<file path="src/rtl/adder_share_arb.sv">
`default_nettype none
// ============================================================================
// adder_share_arb : round-robin sharing of one W-bit adder among N requesters,
//                   with a tag pipeline that routes each result back.
// Revision        : 1.0
// ============================================================================
module adder_share_arb #(
  parameter int W    = 32,
  parameter int N    = 4,
  parameter int PIPE = 0
) (
  input  logic           clk,
  input  logic           rst,
  input  logic           en,
  input  logic [N-1:0]   req_valid,
  output logic [N-1:0]   req_ready,
  input  logic [N*W-1:0] req_a,
  input  logic [N*W-1:0] req_b,
  input  logic [N-1:0]   req_cin,
  output logic [W-1:0]   add_a,
  output logic [W-1:0]   add_b,
  output logic           add_cin,
  input  logic [W-1:0]   add_s,
  input  logic           add_cout,
  output logic [N-1:0]   rsp_valid,
  output logic [W-1:0]   rsp_s,
  output logic           rsp_cout,
  output logic           busy,
  output logic [15:0]    issue_cnt
);

  localparam int c_ID_W  = (N > 1) ? $clog2(N) : 1;
  localparam int c_TAG_W = c_ID_W + 1;

  logic [c_ID_W-1:0]              r_ptr;
  logic [W-1:0]                   r_add_a;
  logic [W-1:0]                   r_add_b;
  logic                           r_add_cin;
  logic [15:0]                    r_cnt;
  logic [PIPE:0][c_TAG_W-1:0]     r_tag;

  logic [N-1:0]                   w_grant;
  logic [c_ID_W-1:0]              w_gid;
  logic [c_ID_W-1:0]              w_cand;
  logic                           w_hs;
  int                             w_idx;
  logic [W-1:0]                   w_a;
  logic [W-1:0]                   w_b;
  logic                           w_cin;
  logic [c_TAG_W-1:0]             w_new_tag;
  logic [c_TAG_W-1:0]             w_out_tag;
  logic                           w_busy;

  // Scan from the farthest candidate back to ptr so the closest valid one wins.
  always_comb begin
    w_grant = '0;
    w_gid   = '0;
    w_cand  = '0;
    w_hs    = 1'b0;
    w_idx   = 0;
    if (en && !rst) begin
      for (int k = N - 1; k >= 0; k--) begin
        w_idx = int'(r_ptr) + k;
        if (w_idx >= N) begin
          w_idx = w_idx - N;
        end
        w_cand = c_ID_W'(w_idx);
        if (req_valid[w_cand]) begin
          w_hs  = 1'b1;
          w_gid = w_cand;
        end
      end
      if (w_hs) begin
        w_grant[w_gid] = 1'b1;
      end
    end
  end

  assign req_ready = w_grant;
  assign w_a       = req_a[w_gid*W +: W];
  assign w_b       = req_b[w_gid*W +: W];
  assign w_cin     = req_cin[w_gid];
  assign w_new_tag = {w_hs, w_gid};

  always_ff @(posedge clk) begin
    if (rst) begin
      r_ptr     <= '0;
      r_add_a   <= '0;
      r_add_b   <= '0;
      r_add_cin <= 1'b0;
      r_cnt     <= '0;
    end else begin
      r_add_a   <= w_hs ? w_a : '0;
      r_add_b   <= w_hs ? w_b : '0;
      r_add_cin <= w_hs & w_cin;
      if (w_hs) begin
        r_ptr <= (w_gid == c_ID_W'(N - 1)) ? '0 : w_gid + 1'b1;
        r_cnt <= r_cnt + 16'd1;
      end
    end
  end

  // Stage 0 is the issue tag; it then tracks the adder's internal registers.
  generate
    if (PIPE > 0) begin : g_tag_pipe
      always_ff @(posedge clk) begin
        if (rst) begin
          r_tag <= '0;
        end else begin
          r_tag <= {r_tag[PIPE-1:0], w_new_tag};
        end
      end
    end else begin : g_tag_issue
      always_ff @(posedge clk) begin
        if (rst) begin
          r_tag <= '0;
        end else begin
          r_tag <= w_new_tag;
        end
      end
    end
  endgenerate

  always_comb begin
    w_busy = 1'b0;
    for (int s = 0; s <= PIPE; s++) begin
      w_busy = w_busy | r_tag[s][c_TAG_W-1];
    end
  end

  assign w_out_tag = r_tag[PIPE];

  always_comb begin
    rsp_valid = '0;
    rsp_s     = '0;
    rsp_cout  = 1'b0;
    if (w_out_tag[c_TAG_W-1]) begin
      rsp_valid[w_out_tag[c_ID_W-1:0]] = 1'b1;
      rsp_s                            = add_s;
      rsp_cout                         = add_cout;
    end
  end

  assign add_a     = r_add_a;
  assign add_b     = r_add_b;
  assign add_cin   = r_add_cin;
  assign busy      = w_busy;
  assign issue_cnt = r_cnt;

endmodule
`default_nettype wire

</file>
<file path="config.mk">
export PLATFORM = sky130hd
export DESIGN_NAME = adder_share_arb
export DESIGN_NICKNAME = d
export VERILOG_FILES = /design/src/rtl/adder_share_arb.sv
export SDC_FILE = /design/constraint.sdc
export NUM_CORES = 1
export LEC_CHECK = 0
export BUFFER_PORTS_ARGS = -buffer_cell sky130_fd_sc_hd__buf_2
export CORE_AREA = 2 2 166 168
export DETAILED_ROUTE_END_ITERATION = 10
export DIE_AREA = 0 0 168 170
export PLACE_DENSITY_LB_ADDON = 0.3
export SLEW_MARGIN = 20
export SYNTH_ARGS = -nofsm -noshare
export SYNTH_HDL_FRONTEND = slang
export SYNTH_SLANG_ARGS = --single-unit
</file>
<file path="constraint.sdc">
create_clock -name clk -period 3 [get_ports clk]
set_input_delay 0.75 -clock clk [delete_from_list [all_inputs] [get_ports clk]]
set_output_delay 0.75 -clock clk [all_outputs]
set_load 0.02 [all_outputs]
</file>
==> results.yml, run 1 <==
outcome:
  outcome: "finished, final reports clean"
floorplanning:
  die_h_um: 170
  rows: 60
  start_util_pct: 17.6
  die_x_um: 168
  die_area_sq_um: 28600
  io-pin-count: 423
  core_area_sq_um: 26700
final_layout:
  nFillCells: 2915
  regArea_sq_um: 1720
  drive_gt1_share_pct: 49.5
  final_cells: 1265
  multiInputGateArea_sq_um: 2740
  area_delta_synth_final_pct: 59.4
  layout.nets: 1219
routing:
  drc: 0
  ant_nets: 0
  drtIter0Drc: 181
  routed_wl_um: 20000
  firstDrtPassIters: 4
  wl_per_cell_um: 15.8
  avgViaCountPerCell: 4.25
  num_vias: 5382
global_route:
  grt_pass1_vias: 5318
  grt-ovfl-total: 0
  grt_pass1_wl_um: 29600
  grt_max_degree: 68
  antenna_found_initial: 2
  grtUsageTotal_pct: 13.4
yosys:
  ys_ff_latch: 86
  synth_area_sq_um: 4680
  synth-simple-area-share_pct: 11.6
  syn-num-nets: 823
  synth_compound_area_share_pct: 29.5
  synth.distinct_cells: 38
  synth_top_family_by_area: "compound AO/OA/AOI/OAI gates"
  ys_warn_count: 0
  synth.area.mux_share_pct: 13.9
  synth_cells: 522
  synthXorXnorAreaFrac_pct: 2.43
  avgSynthCellArea_sq_um: 8.97
  synth_adder_area_share_pct: 0.267
  seq_area_frac_synth_pct: 36.8
run:
  max_cap_viol_count: 0
clock_tree:
  clock-sinks: 86
  cts.clk_slew.worst_paths_ps: 70
  cts_inserted_buffers: 9
  cts_tree: "done"
  cts.path.max_buffers: 2
  postCtsHoldBufs: 0
  cts_max_level: 3
  clkLatencyLatePin_ps: 350
  cts_resized: 0
  root_buffer: "clkbuf_16"
  cts_setup_buffers: 0
timing:
  layout_setup_ws_ps: 293
  hold_viol: 0
  post-route-period-util_pct: 90.2
  min_period_ps: 2710
  max_freq_mhz: 369
  setup_tns_ps: 0
  finClkSkew_ps: 15.3
  holdWs_ps: 514
  tightest_slew_ps: 868
  setup_violations: 0
  final_max_slew_viol_count: 0
  rsz0062_at_grt: "no"
  relSlewSlack_pct: 42.0
pwr:
  totalPowerFinal_uw: 3320
  ir_drop_mv: 0.195
  power_density_nw_per_um2: 445
  p_leak_uw: 0.00435
setup_path:
  cp.required_ps: 2250
  critPathCaptureType: "output pin"
  critPathMaxFanout: 4
  crit_path_start_kind: "input port"
  critPathKind: "in -> out"
  critPathArrivalTime_ps: 1960
worst_hold_path:
  hold_class: "reg -> reg"
place:
  gp_congestion: 0.774
  hpwl_um: 15400
  dp_cells: 1248
  pre_cts_ws_ps: 291
  io_buffer_count: 422
-- path summary, 6_finish.rpt --
check / start / to / slack (ps) / cells past startpoint
worst max-delay path: req_valid[0] / req_ready[3] / 290 / 8
worst min-delay path: issue_cnt[14] / issue_cnt[14] / 510 / 2
worst max register to register: r_ptr[0] / add_b[12] / 960 / 9
worst min register to register: issue_cnt[14] / issue_cnt[14] / 510 / 2
-- critical path, cell delays in order --
cell	delay, ps
buf_2	110
nor2b_1	140
nor4_1	280
buf_4	190
o21ai_4	80
inv_2	100
and2_1	120
buf_2	180
-- layout by cell type, fill, tap and decap left out, drive strengths merged, types with 6 or more instances in the layout --
cell type  synthesis  layout
inv                3       6
mux2i             65      65
dfxtp             86      86
a211oi            65      65
a21oi             69      69
a21o              65      65
and2              37      37
xor2               8       8
nand2             10      10
clkbuf            18       9
nor2b              6       6
nor2              20      20
buf               31     434
nand4              6       6
-- per-layer routing --
metal / track usage, % / wire (um) / vias to the layer above
li1: - / - / 2704
met1: 15.4 / 8010 / 2394
met3: 4.07 / 1650 / 19
met5: 0 / 0 / -
met4: 4.16 / 391 / 0
met2: 23.8 / 9940 / 265
-- cells in the mapped netlist (all sizes together) --
master	instances	share of area (%)
dfxtp	86	37
a21oi	69	7.4
a211oi	65	10
a21o	65	10
mux2i	65	14
and2	37	4.9
buf	31	3.8
nor2	20	1.6
clkbuf	18	1.4
nand2	10	0.80
xor2	8	1.5
nand4	6	0.80
nor2b	6	0.80
xnor2	5	0.94
nand3	4	0.43
o21ai	4	0.43
inv	3	0.24
or3	3	0.40
and3	2	0.27
and4	2	0.37
a21boi	1	0.16
a22oi	1	0.16
ha	1	0.27
nand2b	1	0.13
nand3b	1	0.16
nor3	1	0.11
nor3b	1	0.16
nor4	1	0.13
nor4b	1	0.32
o21bai	1	0.16
o311a	1	0.21
o31a	1	0.19
or4	1	0.16
-- area by class of cell --
cell class | count | share of cell area (%)
Antenna cell | 1 | 0.0335
Clock buffer | 9 | 3.02
Clock inverter | 7 | 1.02
Inverter | 3 | 0.151
Multi-Input combinational cell | 384 | 36.6
Sequential cell | 86 | 23.1
Tap cell | 341 | 5.72
Timing Repair Buffer | 434 | 30.3
-- cells by family (layout without fill, tap and decap cells) --
group | Yosys count | after routing
AO/OA/AOI/OAI | 208 | 208
XOR/XNOR | 13 | 13
adder cells (fa/ha/maj) | 1 | 1
buffers and inverters | 52 | 453
flip-flops | 86 | 86
multiplexers | 65 | 65
other | 0 | 1
AND/OR/NAND/NOR | 97 | 97
-- power by group --
group          switching (uW)  internal [uW]
clock network             572            593
logic                     494            434
registers                30.4           1200
total                    1100           2230
-- registers in the layout, indices dropped and copies added (netlist names) --
register,flops
r_ptr,2
r_tag,3
issue_cnt,16
add_cin,1
add_b,32
add_a,32
-- stage by stage --
step | area (sq um) | utilization [%]
after global placement | 7160 | 26.9
after global routing | 7460 | 28.0
after detailed placement | 7160 | 26.9
final | 7460 | 28.0
after CTS | 7460 | 28.0
after floorplan | 4680 | -
Power figures use the tool's default switching activity.
==> run 2, diff against run 1 <==
--- a/config.mk
+++ b/config.mk
@@ -7,2 +7,3 @@
 export LEC_CHECK = 0
+export ABC_CLOCK_PERIOD_IN_PS = 3000
 export BUFFER_PORTS_ARGS = -buffer_cell sky130_fd_sc_hd__buf_2
@@ -12,3 +13,3 @@
 export PLACE_DENSITY_LB_ADDON = 0.3
-export SLEW_MARGIN = 20
+export SLEW_MARGIN = 10
 export SYNTH_ARGS = -nofsm -noshare
==> constraint.sdc (replaced) <==
create_clock -name clk -period 3 [get_ports clk]
set_input_delay 0.15 -clock clk [delete_from_list [all_inputs] [get_ports clk]]
set_output_delay 0.15 -clock clk [all_outputs]
set_load 0.02 [all_outputs]
==> run 2 against run 1 <==
Effect of this change:
- cell count decreased by 0.47%
- register-to-register slack got worse by 330 ps
- critical path depth decreased by 1
- sequential share of layout area increased by 0.16 points
- power increased by 1.6%
- clock power increased by 7%
- clock skew decreased by 5.8 ps
- die area unchanged
- utilization decreased by 0.19 points
- first-iteration DRC count increased by 33%
- count of clock-buffer cells in the layout unchanged
- worst hold slack got worse by 410 ps
- critical path type is now reg -> out
- critical endpoint unchanged
==> results.yml, run 2 (synthesized netlist as in run 1, its figures left out) <==
outcome:
  outcome: "finished, final reports clean"
floorplanning:
  io-pin-count: 423
  die_area_sq_um: 28600
  rows: 60
  die_h_um: 170
  core_area_sq_um: 26700
  start_util_pct: 17.6
  die_x_um: 168
routing:
  routed_wl_um: 19900
  ant_nets: 0
  avgViaCountPerCell: 4.34
  drtIter0Drc: 240
  num_vias: 5463
  drc: 0
  firstDrtPassIters: 4
  wl_per_cell_um: 15.8
clock_tree:
  postCtsHoldBufs: 0
  root_buffer: "clkbuf_16"
  cts.path.max_buffers: 2
  clkLatencyLatePin_ps: 350
  cts_resized: 0
  cts_setup_buffers: 0
  cts_max_level: 3
  cts_inserted_buffers: 9
  cts.clk_slew.worst_paths_ps: 80
  cts_tree: "done"
  clock-sinks: 86
pwr:
  comb_power_share_pct: 27.0
  ir_drop_mv: 0.181
  swShare_pct: 32.2
  p_leak_uw: 0.00432
  clkPwrFrac_pct: 36.6
  p_sw_uw: 1090
  power_frac_seq_pct: 36.4
  cellInternalPower_uw: 2290
  power_density_nw_per_um2: 456
global_route:
  grt_max_degree: 73
  grtUsageTotal_pct: 13.1
  grt-ovfl-total: 0
  grt_pass1_vias: 5247
  antenna_found_initial: 2
  grt_pass1_wl_um: 28900
final_layout:
  final_cell_mix: "buf_2, dfxtp_1, a21oi_1"
  area_delta_synth_final_pct: 58.4
  final_common_cell: "buf_2"
  regArea_sq_um: 1720
  layout.nets: 1214
  drive_gt1_share_pct: 49.2
  multiInputGateArea_sq_um: 2740
  diodes: 0
  nFillCells: 2909
timing:
  relSlewSlack_pct: 40.6
  layout_setup_ws_ps: 365
  rsz0062_at_grt: "no"
  max_freq_mhz: 379
  setup_tns_ps: 0
  post-route-period-util_pct: 87.8
  tightest_slew_ps: 882
  hold_viol: 0
  finClkSkew_ps: 9.56
  setup_violations: 0
  min_period_ps: 2640
  final_max_slew_viol_count: 0
setup_path:
  critPathKind: "reg -> out"
  critPathMaxFanout: 38
  cp.required_ps: 2850
  crit_path_start_kind: "flip-flop"
  critPathArrivalTime_ps: 2490
  r2r_cells: 8
  rrSetupSlack_ps: 630
  rr_startpoint: "r_ptr[0]"
  r2r_end: "add_b[27]"
  critPathCaptureType: "output pin"
place:
  io_buffer_count: 422
  gp_congestion: 0.757
  hpwl_um: 15200
  pre_cts_ws_ps: 639
run:
  max_cap_viol_count: 0
worst_hold_path:
  hold_class: "in -> reg"
  holdPathEnd: "add_b[30]"
  min_from: "req_b[30]"
  holdPathStages: 3
[run 2: changes by cell type in the layout (fill, tap and decap cells not counted), sizes merged]
cell / delta
buf: -5
clkinv: -2
bufinv: +1
clkinvlp: +1
diode: -1
[run 2: layer usage]
| layer | share of wire [%] | vias to the layer above | GRT usage, % |
|---|---|---|---|
| met3 | 8.1 | 18 | 4.05 |
| met4 | 1.4 | 0 | 3.44 |
| met2 | 50 | 275 | 24.1 |
| met1 | 40 | 2467 | 14.5 |
| li1 | - | 2703 | - |
| met5 | 0 | - | 0 |
[run 2: worst max-delay path by stage]
| stage | from | end | cells past startpoint |
|---|---|---|---|
| finish | r_ptr[0] | req_ready[3] | 7 |
| global route | r_ptr[0] | req_ready[3] | 7 |
| CTS | r_ptr[0] | req_ready[3] | 7 |
| detailed placement | req_valid[0] | add_b[27] | 9 |
| global placement | req_valid[0] | add_b[26] | 9 |
| floorplan | issue_cnt[2] | issue_cnt[13] | 5 |
[run 2: final cells by class]
cell class              instances  area share (%)
multi-input cells             384            36.9
well taps                     341            5.76
inverters                       3           0.152
repair buffers                429            29.7
flip-flops and latches         86            23.2
clock inverters                 7            1.23
clock buffers                   9            3.04
[run 2: power by group through the flow]
stage	clock [uW]	combinational (uW)	sequential [uW]
3_3_place_gp	0	918	1260
5_1_grt	1330	991	1240
6_report	1240	913	1230
3_5_place_dp	0	921	1260
4_1_cts	1300	924	1230
2_1_floorplan	0	475	1320
[run 2: critical path: stages (launching register included)]
cell and delay, ps:
dfxtp_1 360, nor2b_1 70, nor4_1 760, o21ai_4 120
inv_2 90, buf_4 380, and2_1 200, buf_2 170
[run 2: metrics by stage]
step	cells	utilization (%)	hold slack, ps	cell area, sq um	total power, uW
3_3_place_gp	1243	26.6	434	7100	2170
2_1_floorplan	522	-	310	4680	1790
3_5_place_dp	1243	26.6	457	7100	2180
4_1_cts	1259	27.8	77.8	7410	3450
5_1_grt	1259	27.8	92.7	7410	3560
6_report	1259	27.8	106	7410	3380
==> run 3, diff against run 2 <==
Settings changed: ABC_CLOCK_PERIOD_IN_PS 3000 to 3100, CORE_AREA 2 2 166 168 to 3 3 161 163, DIE_AREA 0 0 168 170 to 0 0 164 166.
Clock period 3 ns to 3.1 ns, I/O delays scaled along.
==> run 3 against run 2 <==
Effect of this change:
- register-to-register slack about the same
- power decreased by 4.7%
- via count increased by 0.68%
- sequential share of layout area rose by 0.079 points
- critical path depth did not move
- non-clock buffer count rose by 1
- cell count is 1.2% lower
- clock power down 6%
- sequential power shrank 3%
- first-iteration DRC count is 2.9% higher
- critical path type unchanged
==> results.yml, run 3 (synthesized netlist as in run 1, its figures left out) <==
worst_hold_path:
  holdPathEnd: "r_ptr[1]"
  min_from: "en"
  hold_class: "in -> reg"
  holdPathStages: 3
routing:
  drc: 0
  wl_per_cell_um: 16.2
  avgViaCountPerCell: 4.42
  num_vias: 5500
  routed_wl_um: 20200
  ant_nets: 0
  firstDrtPassIters: 4
  drtIter0Drc: 247
clock_tree:
  cts_setup_buffers: 0
  cts_tree: "done"
  cts.path.max_buffers: 2
  cts_inserted_buffers: 9
  cts_max_level: 3
  postCtsHoldBufs: 0
  root_buffer: "clkbuf_16"
  clkLatencyLatePin_ps: 350
  cts_resized: 0
  cts.clk_slew.worst_paths_ps: 70
  clock-sinks: 86
global_route:
  grt_pass1_wl_um: 30000
  grt_max_degree: 70
  grt-ovfl-total: 0
  antenna_found_initial: 2
  grtUsageTotal_pct: 14.1
  grt_pass1_vias: 5449
final_layout:
  area_delta_synth_final_pct: 57.8
  regArea_sq_um: 1720
  final_cell_mix: "buf_2, dfxtp_1, a21oi_1"
  drive_gt1_share_pct: 49.3
  nFillCells: 2680
  multiInputGateArea_sq_um: 2740
  layout.nets: 1215
  final_common_cell: "buf_2"
floorplanning:
  io-pin-count: 423
  die_area_sq_um: 27200
  core_area_sq_um: 24500
  start_util_pct: 19.1
  die_x_um: 164
  rows: 57
  die_h_um: 166
setup_path:
  rr_startpoint: "r_ptr[0]"
  critPathArrivalTime_ps: 2480
  r2r_end: "add_b[2]"
  critPathMaxFanout: 38
  rrSetupSlack_ps: 630
  r2r_cells: 8
  critPathKind: "reg -> out"
  cp.required_ps: 2940
  critPathCaptureType: "output pin"
  crit_path_start_kind: "flip-flop"
timing:
  finClkSkew_ps: 10.1
  setup_violations: 0
  post-route-period-util_pct: 85.1
  tightest_slew_ps: 928
  hold_viol: 0
  layout_setup_ws_ps: 461
  max_freq_mhz: 379
  rsz0062_at_grt: "no"
  setup_tns_ps: 0
  min_period_ps: 2640
  holdWs_ps: 106
  relSlewSlack_pct: 37.6
  final_max_slew_viol_count: 0
pwr:
  p_leak_uw: 0.00432
  ir_drop_mv: 0.273
  power_density_nw_per_um2: 435
place:
  hpwl_um: 15400
  io_buffer_count: 422
  pre_cts_ws_ps: 628
  gp_congestion: 0.822
run:
  max_cap_viol_count: 0
outcome:
  outcome: "finished, final reports clean"
## run 3: per-layer routing
layer  track usage [%]  up-vias  share of wire (%)
li1                  -     2702                  -
met1              16.1     2484                 38
met2              24.9      289                 50
met3              4.14       25                9.2
met4              4.60        0                2.0
met5                 0        -                  0
## run 3: how the worst max path moves through the flow
stage | from | end | slack [ps] | cells past startpoint
final | r_ptr[0] | req_ready[3] | 460 | 7
after detailed placement | r_ptr[0] | add_b[14] | 630 | 8
after CTS | r_ptr[0] | req_ready[3] | 410 | 7
after global placement | req_valid[0] | add_b[2] | 610 | 9
after global routing | r_ptr[0] | req_ready[3] | 220 | 7
after floorplan | issue_cnt[2] | issue_cnt[13] | 1410 | 5
## run 3: stage by stage
step	utilization, %	area [sq um]	total power (uW)	instances
2_1_floorplan	-	4680	1740	522
3_3_place_gp	29.0	7080	2090	1227
3_5_place_dp	29.0	7080	2100	1227
4_1_cts	30.2	7390	3290	1243
5_1_grt	30.2	7390	3410	1244
6_report	30.2	7390	3220	1244
## run 3: critical path: stages, from the launching register on
cell and delay [ps]:
dfxtp_1 370, nor2b_1 70, nor4_1 790, o21ai_4 120, inv_2 230, buf_12 250, and2_1 150, buf_2 150
## run 3: report_power, final
group	internal, uW	total (uW)	leakage, uW	switching, uW
Combinational	405	874	0.00347	468
Clock	635	1160	0.000147	520
Sequential	1160	1190	0.000704	27.0
Total	2200	3220	0.00432	1020
## run 3: area by class of cell
class | count | share of cell area (%)
Tap cell | 324 | 5.49
Multi-Input combinational cell | 384 | 37.0
Clock buffer | 9 | 3.05
Timing Repair Buffer | 430 | 29.9
Antenna cell | 1 | 0.0339
Inverter | 3 | 0.152
Sequential cell | 86 | 23.3
Clock inverter | 7 | 1.05
